### src/rtl/vga_crtc.sv
// vga_crtc - CRT timing controller for the VGA text display.
//
// Divides the system clock into a pixel enable, sweeps the horizontal (h) and
// vertical (v) position counters, and produces sync, blanking, coordinate and
// character-cell outputs. Every output is registered, and coordinates and decode
// change only on an edge where en_o=1, so a consumer that samples with en_o sees
// all of them aligned.
//
// Ports:
//   clk_i        system clock
//   rst_ni       synchronous active-low reset
//   en_o         pixel enable, one-cycle pulse every CLK_DIV clocks
//   hsync_o      horizontal sync, active level HSYNC_POL
//   vsync_o      vertical sync, active level VSYNC_POL
//   video_on_o   high inside the visible area
//   pixel_x_o    horizontal position h
//   pixel_y_o    vertical position v
//   char_col_o   pixel_x_o[9:3]  (80 columns of 8-pixel glyphs)
//   glyph_col_o  pixel_x_o[2:0]
//   char_row_o   pixel_y_o[8:4]  (30 rows of 16-line glyphs)
//   glyph_row_o  pixel_y_o[3:0]
//   line_o       one-cycle pulse after the counters move to h=0
//   frame_o      one-cycle pulse after the counters move to (0,0)
module vga_crtc #(
  parameter int CLK_DIV   = 4,
  parameter int H_DISPLAY = 640,
  parameter int H_FRONT   = 16,
  parameter int H_SYNC    = 96,
  parameter int H_BACK    = 48,
  parameter int V_DISPLAY = 480,
  parameter int V_FRONT   = 10,
  parameter int V_SYNC    = 2,
  parameter int V_BACK    = 33,
  parameter bit HSYNC_POL = 1'b0,
  parameter bit VSYNC_POL = 1'b0
) (
  input  logic       clk_i,
  input  logic       rst_ni,
  output logic       en_o,
  output logic       hsync_o,
  output logic       vsync_o,
  output logic       video_on_o,
  output logic [9:0] pixel_x_o,
  output logic [9:0] pixel_y_o,
  output logic [6:0] char_col_o,
  output logic [2:0] glyph_col_o,
  output logic [4:0] char_row_o,
  output logic [3:0] glyph_row_o,
  output logic       line_o,
  output logic       frame_o
);

  localparam int H_TOTAL = H_DISPLAY + H_FRONT + H_SYNC + H_BACK;
  localparam int V_TOTAL = V_DISPLAY + V_FRONT + V_SYNC + V_BACK;
  localparam int PW      = (CLK_DIV > 1) ? $clog2(CLK_DIV) : 1;

  localparam logic [PW-1:0] P_MAX  = PW'(CLK_DIV - 1);
  localparam logic [9:0]    H_MAX  = 10'(H_TOTAL - 1);
  localparam logic [9:0]    V_MAX  = 10'(V_TOTAL - 1);
  localparam logic [9:0]    H_VIS  = 10'(H_DISPLAY);
  localparam logic [9:0]    V_VIS  = 10'(V_DISPLAY);
  localparam logic [9:0]    HS_BEG = 10'(H_DISPLAY + H_FRONT);
  localparam logic [9:0]    HS_END = 10'(H_DISPLAY + H_FRONT + H_SYNC);
  localparam logic [9:0]    VS_BEG = 10'(V_DISPLAY + V_FRONT);
  localparam logic [9:0]    VS_END = 10'(V_DISPLAY + V_FRONT + V_SYNC);

  logic [PW-1:0] p_q, p_d;
  logic          en_q, en_d;
  logic [9:0]    h_q, h_d, v_q, v_d;
  logic          vid_q, vid_d, hs_q, hs_d, vs_q, vs_d;
  logic          line_q, line_d, frame_q, frame_d;

  always_comb begin
    p_d     = (p_q == P_MAX) ? '0 : p_q + 1'b1;
    // en is a registered copy of the terminal prescaler count, so the first
    // pulse appears after edge CLK_DIV (and from edge 1 when CLK_DIV=1).
    en_d    = (p_q == P_MAX);
    h_d     = h_q;
    v_d     = v_q;
    vid_d   = vid_q;
    hs_d    = hs_q;
    vs_d    = vs_q;
    line_d  = 1'b0;
    frame_d = 1'b0;
    if (en_q) begin
      if (h_q == H_MAX) begin
        h_d = '0;
        v_d = (v_q == V_MAX) ? '0 : v_q + 10'd1;
      end else begin
        h_d = h_q + 10'd1;
      end
      // Decode from the next-state position so the flags land on the same
      // edge as the coordinates they describe.
      vid_d   = (h_d < H_VIS) && (v_d < V_VIS);
      hs_d    = (h_d >= HS_BEG && h_d < HS_END) ? HSYNC_POL : ~HSYNC_POL;
      vs_d    = (v_d >= VS_BEG && v_d < VS_END) ? VSYNC_POL : ~VSYNC_POL;
      line_d  = (h_d == '0);
      frame_d = (h_d == '0) && (v_d == '0);
    end
  end

  // Counters reset to the last position so the first enable wraps to (0,0)
  // and the very first frame starts with line_o/frame_o like every other.
  always_ff @(posedge clk_i) begin
    if (!rst_ni) begin
      p_q     <= '0;
      en_q    <= 1'b0;
      h_q     <= H_MAX;
      v_q     <= V_MAX;
      vid_q   <= 1'b0;
      hs_q    <= ~HSYNC_POL;
      vs_q    <= ~VSYNC_POL;
      line_q  <= 1'b0;
      frame_q <= 1'b0;
    end else begin
      p_q     <= p_d;
      en_q    <= en_d;
      h_q     <= h_d;
      v_q     <= v_d;
      vid_q   <= vid_d;
      hs_q    <= hs_d;
      vs_q    <= vs_d;
      line_q  <= line_d;
      frame_q <= frame_d;
    end
  end

  assign en_o        = en_q;
  assign hsync_o     = hs_q;
  assign vsync_o     = vs_q;
  assign video_on_o  = vid_q;
  assign pixel_x_o   = h_q;
  assign pixel_y_o   = v_q;
  assign char_col_o  = h_q[9:3];
  assign glyph_col_o = h_q[2:0];
  assign char_row_o  = v_q[8:4];
  assign glyph_row_o = v_q[3:0];
  assign line_o      = line_q;
  assign frame_o     = frame_q;

endmodule

### config.mk
export PLATFORM = sky130hd
export DESIGN_NAME = vga_crtc
export DESIGN_NICKNAME = d
export VERILOG_FILES = /design/src/rtl/vga_crtc.sv
export SDC_FILE = /design/constraint.sdc
export NUM_CORES = 1
export LEC_CHECK = 0
export CAP_MARGIN = 20
export CORE_MARGIN = 3
export CORE_UTILIZATION = 54
export DETAILED_ROUTE_END_ITERATION = 12
export GPL_ROUTABILITY_DRIVEN = 0
export GPL_TIMING_DRIVEN = 0
export PLACE_DENSITY_LB_ADDON = 0.1
export SYNTH_ARGS = -nofsm -noshare
export SYNTH_HDL_FRONTEND = slang
export SYNTH_SLANG_ARGS = --single-unit
### constraint.sdc
create_clock -name clk_i -period 3.8 [get_ports clk_i]
set_input_delay 0.76 -clock clk_i [delete_from_list [all_inputs] [get_ports clk_i]]
set_output_delay 0.76 -clock clk_i [all_outputs]
set_load 0.03 [all_outputs]
==> flow_metrics.py, run 1 <==
metrics = {
    "run_status": {
        "status": "completed",
    },
    "sta": {
        "finalMaxSlewViolations": 0,
        "finalCritPeriodShare_pct": 66.08,
        "rsz0062_at_grt": "no",
        "relSlewSlack_pct": 63.91,
        "finalSetupViolCount": 0,
        "min_period_ns": 2.511,
        "setup_slack_ns": 1.289,
        "max_slew.worst_pin.slew_ns": 0.5413,
        "fmax_mhz": 398.3,
        "skew_ns": 0.01108,
        "final_hold_viol_count": 0,
        "tns_ns": 0,
    },
    "clock_network": {
        "hold_buffers": 0,
        "path_clk_slew_ns": 0.14,
        "cts-root-buf": "clkbuf_4",
        "postCtsSetupBuffers": 0,
        "clkSinkCount": 28,
        "cts_tree": "yes",
        "clock_latency_ns": 0.33,
        "numCtsBuffers": 3,
        "cts-htree-levels": 1,
        "cts_resized": 0,
        "cts_max_path_buffers": 2,
    },
    "power": {
        "ir_drop_uv": 241.1,
        "power_per_cell_area_nw_per_um2": 261.0,
        "p_leak_nw": 1.046,
    },
    "logic_synthesis": {
        "yosysUniqueCellTypes": 61,
        "synthesis.area_um2": 1968,
        "syn-num-nets": 252,
        "syn_avg_cell_area_um2": 8.001,
        "synth_ff_type": "dfxtp_1",
        "synthArstFlopShare_pct": 0,
        "ys_warn_count": 0,
        "synth_cells": 246,
        "synth_edf_count": 0,
        "yosysSeqAreaShare_pct": 28.48,
        "synth_seq_cells": 28,
    },
    "floorplanning": {
        "core_um2": 3416,
        "die_w_um": 66.37,
        "die_h_um": 66.37,
        "io_pins": 47,
        "die-area_um2": 4405,
        "start_util_pct": 57.62,
        "rows": 21,
    },
    "placement": {
        "dpl.cell_count": 338,
        "dp.final_hpwl_um": 3353,
        "port_buffers": 46,
        "place_ws_ns": 1.272,
    },
    "setup_path": {
        "reg2reg_from": "pixel_x_o[0]",
        "reg2reg_slack_ns": 1.29,
        "critPathKind": "reg -> reg",
        "cp-end-kind": "register",
        "start_kind": "register",
        "required_ns": 4.03,
        "rr_worst_depth": 9,
        "worstPathMaxFanout": 10,
        "r2r_end": "vsync_o",
        "critical_path_arrival_ns": 2.74,
    },
    "route": {
        "met1_length_um": 2156,
        "viasPerCell": 5.518,
        "drc_errors": 0,
        "dr_wl_met2_um": 2000,
        "highest_layer": "met4",
        "drt_pass1_iterations": 4,
        "wirelength_um": 4572,
        "drtIter0Drc": 114,
        "met3WireLength_um": 383,
        "dr_total_vias": 1887,
        "antenna_left": 0,
        "wl_per_cell_um": 13.37,
    },
    "cells_and_area": {
        "instances_no_fill": 342,
        "drive_gt1_share_pct": 16.89,
        "finish.net_count": 303,
        "antennaDiodeCount": 0,
        "areaGrowthSynthToFinish_pct": 28.16,
        "fillers": 276,
    },
    "grt": {
        "grt_overflow_total": 0,
        "grt_antenna_before_repair": 0,
        "grt.total_usage_pct": 22.09,
        "grt_pass1_wl_um": 7583,
        "grt_max_degree": 16,
        "grt_pass1_vias": 1622,
    },
    "hold_path": {
        "min-delay-start": "p_q[0]",
        "worst_hold_path.endpoint": "p_q[0]",
        "holdPathStages": 1,
        "hold_path_class": "reg -> reg",
    },
    "job": {
        "max-cap-violations": 0,
    },
}
## kinds of logic after synthesis
group,Yosys count,share of synthesized area [%]
fa+ha+maj,4,2.543
buf+inv,46,14.05
mux,3,1.526
compound gates,51,18.06
xor+xnor,11,4.895
simple gates,103,30.45
flops,28,28.48
## cell usage after synthesis, drive strengths merged (2+ instances only)
cell / instances / area share, %
and4: 3 / 1.3
ha: 4 / 2.5
and3: 5 / 1.7
nand3: 8 / 2.9
a21boi: 2 / 0.76
xor2: 4 / 1.8
nor3: 6 / 2.0
or2: 2 / 0.64
nor4b: 2 / 0.89
dfxtp: 28 / 28
and2: 8 / 2.5
xnor2: 7 / 3.1
nand4: 6 / 1.9
nand3b: 2 / 0.76
mux2i: 3 / 1.5
nor4: 2 / 0.95
buf: 31 / 11
o21ai: 16 / 4.1
nor3b: 2 / 0.76
a211oi: 2 / 1.0
clkbuf: 6 / 1.1
nand2: 29 / 5.7
a21oi: 6 / 1.5
nor2b: 3 / 0.95
inv: 9 / 1.7
a31oi: 5 / 1.6
nor2: 15 / 2.9
o21bai: 2 / 0.95
o211ai: 3 / 1.1
or3: 2 / 0.64
and3b: 3 / 1.3
## per-stage QoR
stage	cell area, um2	util, %	total power, mW	hold slack [ns]
global route	2522	73.85	0.6921	0.4449
CTS	2522	73.85	0.6591	0.4380
global placement	2486	72.78	0.5128	0.4151
floorplan	1968	-	0.4600	0.4045
detailed placement	2486	72.78	0.5153	0.4179
finish	2522	73.85	0.6585	0.4377
## power by group
group | switching [mW] | internal [mW]
Combinational | 0.121 | 0.0785
Clock | 0.0888 | 0.0586
Sequential | 0.00903 | 0.303
Total | 0.218 | 0.440
## worst max-delay path, stage by stage (launching register included)
cell	delay (ns)
dfxtp_1	0.46
ha_1	0.21
and4_1	0.20
buf_2	0.18
nand3_2	0.14
buf_2	0.25
nor2_1	0.20
xnor2_1	0.15
nand4b_1	0.18
o41a_1	0.45
## layout by cell type (no fill, tap or decap), drive strengths merged, types with 6 or more instances in the layout
cell type,synthesis,layout
dfxtp,28,28
clkdlybuf4s50,0,46
nand2,29,29
o21ai,16,16
and2,8,8
nand3,8,8
a21oi,6,6
inv,9,9
nand4,6,6
nor3,6,6
buf,31,31
nor2,15,15
clkbuf,6,10
xnor2,7,7
## layer usage
metal | up-vias | GRT usage, %
met5 | - | 0
met4 | 0 | 5.330
met3 | 4 | 4.422
met2 | 73 | 32.59
met1 | 842 | 32.54
li1 | 968 | -
## worst max-delay path by stage
| stage | end | from | slack, ns |
|---|---|---|---|
| floorplan | vsync_o | pixel_x_o[1] | 1.45 |
| global placement | pixel_y_o[2] | rst_ni | 1.27 |
| detailed placement | pixel_y_o[2] | rst_ni | 1.27 |
| CTS | vsync_o | pixel_x_o[0] | 1.29 |
| global route | vsync_o | pixel_x_o[0] | 1.14 |
| finish | vsync_o | pixel_x_o[0] | 1.29 |
## cell type report
cell class              count  area (um2)  share of cell area, %
flip-flops and latches     28       560.5                  22.22
repair buffers             46       460.4                  18.25
clock buffers               4       36.28                  1.438
inverters                   9       33.78                  1.339
well taps                  46       57.56                  2.282
multi-input cells         172        1131                  44.84
plain buffers              37       242.7                  9.623
No activity file was read; power rests on OpenSTA's default activity.
==> inputs of run 2 (changes only) <==
--- a/config.mk
+++ b/config.mk
@@ -7,7 +7,7 @@
 export LEC_CHECK = 0
 export CAP_MARGIN = 20
 export CORE_MARGIN = 3
-export CORE_UTILIZATION = 54
+export CORE_UTILIZATION = 50
 export DETAILED_ROUTE_END_ITERATION = 12
 export GPL_ROUTABILITY_DRIVEN = 0
 export GPL_TIMING_DRIVEN = 0
==> constraint.sdc (replaced) <==
create_clock -name clk_i -period 2.4 [get_ports clk_i]
set_input_delay 0.48 -clock clk_i [delete_from_list [all_inputs] [get_ports clk_i]]
set_output_delay 0.48 -clock clk_i [all_outputs]
set_load 0.03 [all_outputs]
==> run 2 against run 1 <==
Effect of this change: sequential power up 58%; total power up 83%; clock power increased to 2.6 times the previous value; flip-flop and latch count is the same; maximum frequency increased by 9.2%; wire length is 7.1% higher; critical path type unchanged; largest power group unchanged.
==> flow_metrics.py, run 2 (same netlist as run 1, synthesis figures left out) <==
metrics = {
    "sta": {
        "final_hold_viol_count": 0,
        "rsz0062_at_grt": "no",
        "finalSetupViolCount": 0,
        "finalCritPeriodShare_pct": 95.76,
        "relSlewSlack_pct": 63.88,
        "max_slew.worst_pin.slew_ns": 0.5419,
        "tns_ns": 0,
        "fmax_mhz": 435.1,
        "min_period_ns": 2.298,
        "skew_ns": 0.005015,
        "setup_slack_ns": 0.1017,
        "finalMaxSlewViolations": 0,
    },
    "route": {
        "drt_pass1_iterations": 4,
        "antenna_left": 0,
        "drtIter0Drc": 114,
        "viasPerCell": 5.610,
        "wirelength_um": 4898,
        "drc_errors": 0,
        "wl_per_cell_um": 14.24,
        "dr_total_vias": 1930,
    },
    "cells_and_area": {
        "multi_input_area_um2": 1160,
        "drive_gt1_share_pct": 18.92,
        "antennaDiodeCount": 0,
        "instances_no_fill": 344,
        "mostFrequentLayoutCell": "clkdlybuf4s50_1",
        "finish.net_count": 303,
        "ff_latch_area_um2": 568.0,
        "layout_common_cells": "clkdlybuf4s50_1 (46), nand2_1 (28), dfxtp_1 (26), buf_4 (21), o21ai_0 (16)",
        "fillers": 312,
        "areaGrowthSynthToFinish_pct": 32.49,
    },
    "setup_path": {
        "cp_slowest_cell": "o41a_1",
        "critPathKind": "reg -> reg",
        "critPathMaxStageDelay_ns": 0.46,
        "startpoint": "pixel_x_o[0]",
        "critical_path_arrival_ns": 2.47,
        "reg2reg_from": "pixel_x_o[0]",
        "start_kind": "register",
        "path_cells": "ha_1 > and4_1 > clkbuf_4 > nand3_4 > buf_6 > nor2_2 > xnor2_1 > nand4b_1 > o41a_1",
        "worstPathMaxFanout": 10,
        "required_ns": 2.57,
        "reg2reg_slack_ns": 0.10,
        "cp-end-kind": "register",
    },
    "floorplanning": {
        "start_util_pct": 52.96,
        "rows": 22,
        "die_w_um": 68.74,
        "core_um2": 3716,
        "io_pins": 47,
        "die-area_um2": 4725,
        "die_h_um": 68.74,
    },
    "grt": {
        "grt_antenna_before_repair": 0,
        "grt_pass1_vias": 1633,
        "grt_overflow_total": 0,
        "grt.total_usage_pct": 20.65,
        "grt_pass1_wl_um": 7341,
        "grt_max_degree": 17,
    },
    "placement": {
        "dp.final_hpwl_um": 3466,
        "port_buffers": 46,
        "place_ws_ns": -0.08929,
        "dpl.cell_count": 340,
    },
    "clock_network": {
        "cts_max_path_buffers": 2,
        "hold_buffers": 0,
        "clkSinkCount": 28,
        "cts_tree": "yes",
        "clock_latency_ns": 0.28,
        "path_clk_slew_ns": 0.10,
        "cts-htree-levels": 1,
        "numCtsBuffers": 3,
        "cts-root-buf": "clkbuf_8",
    },
    "hold_path": {
        "hold_path_class": "reg -> reg",
        "min-delay-start": "p_q[0]",
    },
    "power": {
        "ir_drop_uv": 398.8,
        "p_leak_nw": 1.070,
        "power.total_mw": 1.203,
        "power_per_cell_area_nw_per_um2": 461.5,
    },
    "run_status": {
        "status": "completed",
    },
    "job": {
        "max-cap-violations": 0,
    },
}
## run 2: worst max-delay path, delay by kind of cell (launching register included)
family,cells,cell delay [ns]
and+or+nand+nor,4,0.65
AOI/OAI and AO/OA,1,0.46
buffers and inverters,2,0.36
DFF,1,0.39
xor gates and xnor gates,1,0.14
adders and majority gates,1,0.18
## run 2: path summary, 6_finish.rpt
kind	end	cells after the start
worst max-delay path	vsync_o	9
worst min-delay path	p_q[0]	1
worst max register to register	vsync_o	9
worst min register to register	p_q[0]	1
## run 2: metrics by stage
| step | utilization (%) | hold slack [ns] | instance area, um2 |
|---|---|---|---|
| floorplan | - | 0.4045 | 1968 |
| global placement | 66.97 | 0.4132 | 2489 |
| detailed placement | 66.97 | 0.4192 | 2489 |
| CTS | 69.09 | 0.4355 | 2567 |
| global route | 70.17 | 0.4698 | 2608 |
| finish | 70.17 | 0.4320 | 2608 |
## run 2: timing repair
action                                  in CTS  in global routing
setup buffers                                0                  0
endpoints found under the setup margin       1                  2
resized for setup                            4                 10
## run 2: layer usage
metal	vias up	GRT usage (%)	wire, um
li1	958	-	-
met1	899	29.89	2375
met2	69	31.23	2194
met3	4	3.404	290
met4	0	6.083	36
met5	-	0	0
## run 2: area by class of cell
type	count	share of cell area, %
Multi-Input combinational cell	172	44.48
Sequential cell	28	21.79
Timing Repair Buffer	46	17.66
Buffer	37	9.741
Tap cell	48	2.303
Clock buffer	3	1.583
Inverter	9	1.296
Clock inverter	1	1.152
## run 2: report_power, final
group          switching (mW)  internal, mW
clock                   0.156         0.224
sequential             0.0146         0.478
combinational           0.197         0.135
total                   0.367         0.836
==> inputs of run 3 (changes only) <==
--- a/config.mk
+++ b/config.mk
@@ -8,10 +8,12 @@
 export CAP_MARGIN = 20
 export CORE_MARGIN = 3
 export CORE_UTILIZATION = 50
+export CTS_CLUSTER_SIZE = 8
 export DETAILED_ROUTE_END_ITERATION = 12
 export GPL_ROUTABILITY_DRIVEN = 0
 export GPL_TIMING_DRIVEN = 0
 export PLACE_DENSITY_LB_ADDON = 0.1
+export SKIP_CTS_REPAIR_TIMING = 1
 export SYNTH_ARGS = -nofsm -noshare
 export SYNTH_HDL_FRONTEND = slang
 export SYNTH_SLANG_ARGS = --single-unit
==> run 3 against run 2 <==
Effect of this change: first-iteration DRC count shrank 4.4%; hold slack lost 0.00073 ns; clock-buffer cell count is the same; critical path type unchanged; highest routed layer unchanged; design area is the same; critical endpoint unchanged; wire length grew 0.71%; sequential power is essentially flat; total power is essentially flat; largest power group unchanged.
==> flow_metrics.py, run 3 (same netlist as run 1, synthesis figures left out) <==
metrics = {
    "floorplanning": {
        "rows": 22,
        "die-area_um2": 4725,
        "io_pins": 47,
        "start_util_pct": 52.96,
        "core_um2": 3716,
        "die_h_um": 68.74,
        "die_w_um": 68.74,
    },
    "clock_network": {
        "cts-htree-levels": 1,
        "clkSinkCount": 28,
        "numCtsBuffers": 3,
        "clock_latency_ns": 0.28,
        "cts-root-buf": "clkbuf_8",
        "cts_max_path_buffers": 2,
        "path_clk_slew_ns": 0.10,
        "cts_tree": "yes",
    },
    "grt": {
        "grt_antenna_before_repair": 0,
        "grt_pass1_wl_um": 7314,
        "top_usage_layer": "met2",
        "gr-usage-met1_pct": 29.50,
        "grt_use_met3_pct": 3.404,
        "grt_max_degree": 17,
        "grt_overflow_total": 0,
        "met2_usage_pct": 32.18,
        "grt_pass1_vias": 1620,
        "grt.total_usage_pct": 20.61,
    },
    "power": {
        "power.total_mw": 1.203,
        "power_per_cell_area_nw_per_um2": 461.3,
        "ir_drop_uv": 399.1,
        "p_leak_nw": 1.070,
    },
    "cells_and_area": {
        "mostFrequentLayoutCell": "clkdlybuf4s50_1",
        "instances_no_fill": 344,
        "drive_gt1_share_pct": 18.92,
        "finish.net_count": 303,
        "layout_common_cells": "clkdlybuf4s50_1 (46), nand2_1 (28), dfxtp_1 (26), buf_4 (21), o21ai_0 (16)",
        "antennaDiodeCount": 0,
        "areaGrowthSynthToFinish_pct": 32.49,
    },
    "setup_path": {
        "start_kind": "register",
        "worstPathMaxFanout": 10,
        "critPathMaxStageDelay_ns": 0.46,
        "cp-end-kind": "register",
        "critical_path_arrival_ns": 2.47,
        "required_ns": 2.57,
        "critPathKind": "reg -> reg",
        "cp_slowest_cell": "o41a_1",
        "path_cells": "ha_1 > and4_1 > clkbuf_4 > nand3_4 > buf_6 > nor2_2 > xnor2_1 > nand4b_1 > o41a_1",
    },
    "sta": {
        "relSlewSlack_pct": 63.69,
        "min_period_ns": 2.297,
        "finalSetupViolCount": 0,
        "final_hold_viol_count": 0,
        "skew_ns": 0.004187,
        "max_slew.worst_pin.slew_ns": 0.5447,
        "rsz0062_at_grt": "no",
        "finalCritPeriodShare_pct": 95.70,
        "finalMaxSlewViolations": 0,
        "fmax_mhz": 435.4,
    },
    "route": {
        "drc_errors": 0,
        "wl_per_cell_um": 14.34,
        "drtIter0Drc": 109,
        "dr_total_vias": 1939,
        "drt_pass1_iterations": 4,
        "viasPerCell": 5.637,
        "antenna_left": 0,
        "wirelength_um": 4933,
    },
    "placement": {
        "dp.final_hpwl_um": 3466,
        "port_buffers": 46,
        "dpl.cell_count": 340,
    },
    "hold_path": {
        "hold_path_class": "reg -> reg",
    },
    "run_status": {
        "status": "completed",
    },
    "job": {
        "max-cap-violations": 0,
    },
}
run 3: metrics by stage:
stage	area [um2]	setup TNS [ns]	hold WS (ns)	setup slack [ns]	utilization [%]
after floorplan	1968	0	0.4045	0.05327	-
after global routing	2608	0	0.4698	0.006603	70.17
final	2608	0	0.4313	0.1032	70.17
after detailed placement	2489	-0.08929	0.4192	-0.08929	66.97
after CTS	2560	-0.1200	0.4355	-0.1200	68.89
after global placement	2489	-0.05222	0.4132	-0.05222	66.97
run 3: worst paths after layout:
path                     start      end  slack [ns]  depth (start not counted)
setup / recovery  pixel_x_o[0]  vsync_o        0.10                          9
hold / removal          p_q[0]   p_q[0]        0.43                          1
setup reg to reg  pixel_x_o[0]  vsync_o        0.10                          9
hold reg to reg         p_q[0]   p_q[0]        0.43                          1
run 3: final cells by class:
cell class | count | area, um2
fill | 312 | 1109
clock inverter | 1 | 30.03
sequential | 28 | 568.0
inverter | 9 | 33.78
multi-input combinational | 172 | 1160
tap | 48 | 60.06
timing repair buffer | 46 | 460.4
clock buffer | 3 | 41.29
buffer | 37 | 254.0
run 3: critical path, delay by kind of cell, from the launching register on:
kind                       cells  cell delay (ns)
and+or+nand+nor                4             0.66
DFF                            1             0.39
adders and majority gates      1             0.18
xor gates and xnor gates       1             0.14
buffers and inverters          2             0.36
AOI/OAI and AO/OA              1             0.46
run 3: power by group:
| part | internal [mW] | switching [mW] | leakage [nW] |
|---|---|---|---|
| logic | 0.135 | 0.198 | 0.808 |
| clock network | 0.223 | 0.154 | 0.0357 |
| registers | 0.478 | 0.0146 | 0.227 |
run 3: layer usage:
metal / share of wire (%) / wire length (um) / vias up
met4: 1.5 / 76 / 0
met2: 45 / 2210 / 70
met1: 49 / 2395 / 902
met3: 5.1 / 250 / 10
li1: - / - / 957
met5: 0 / 0 / -
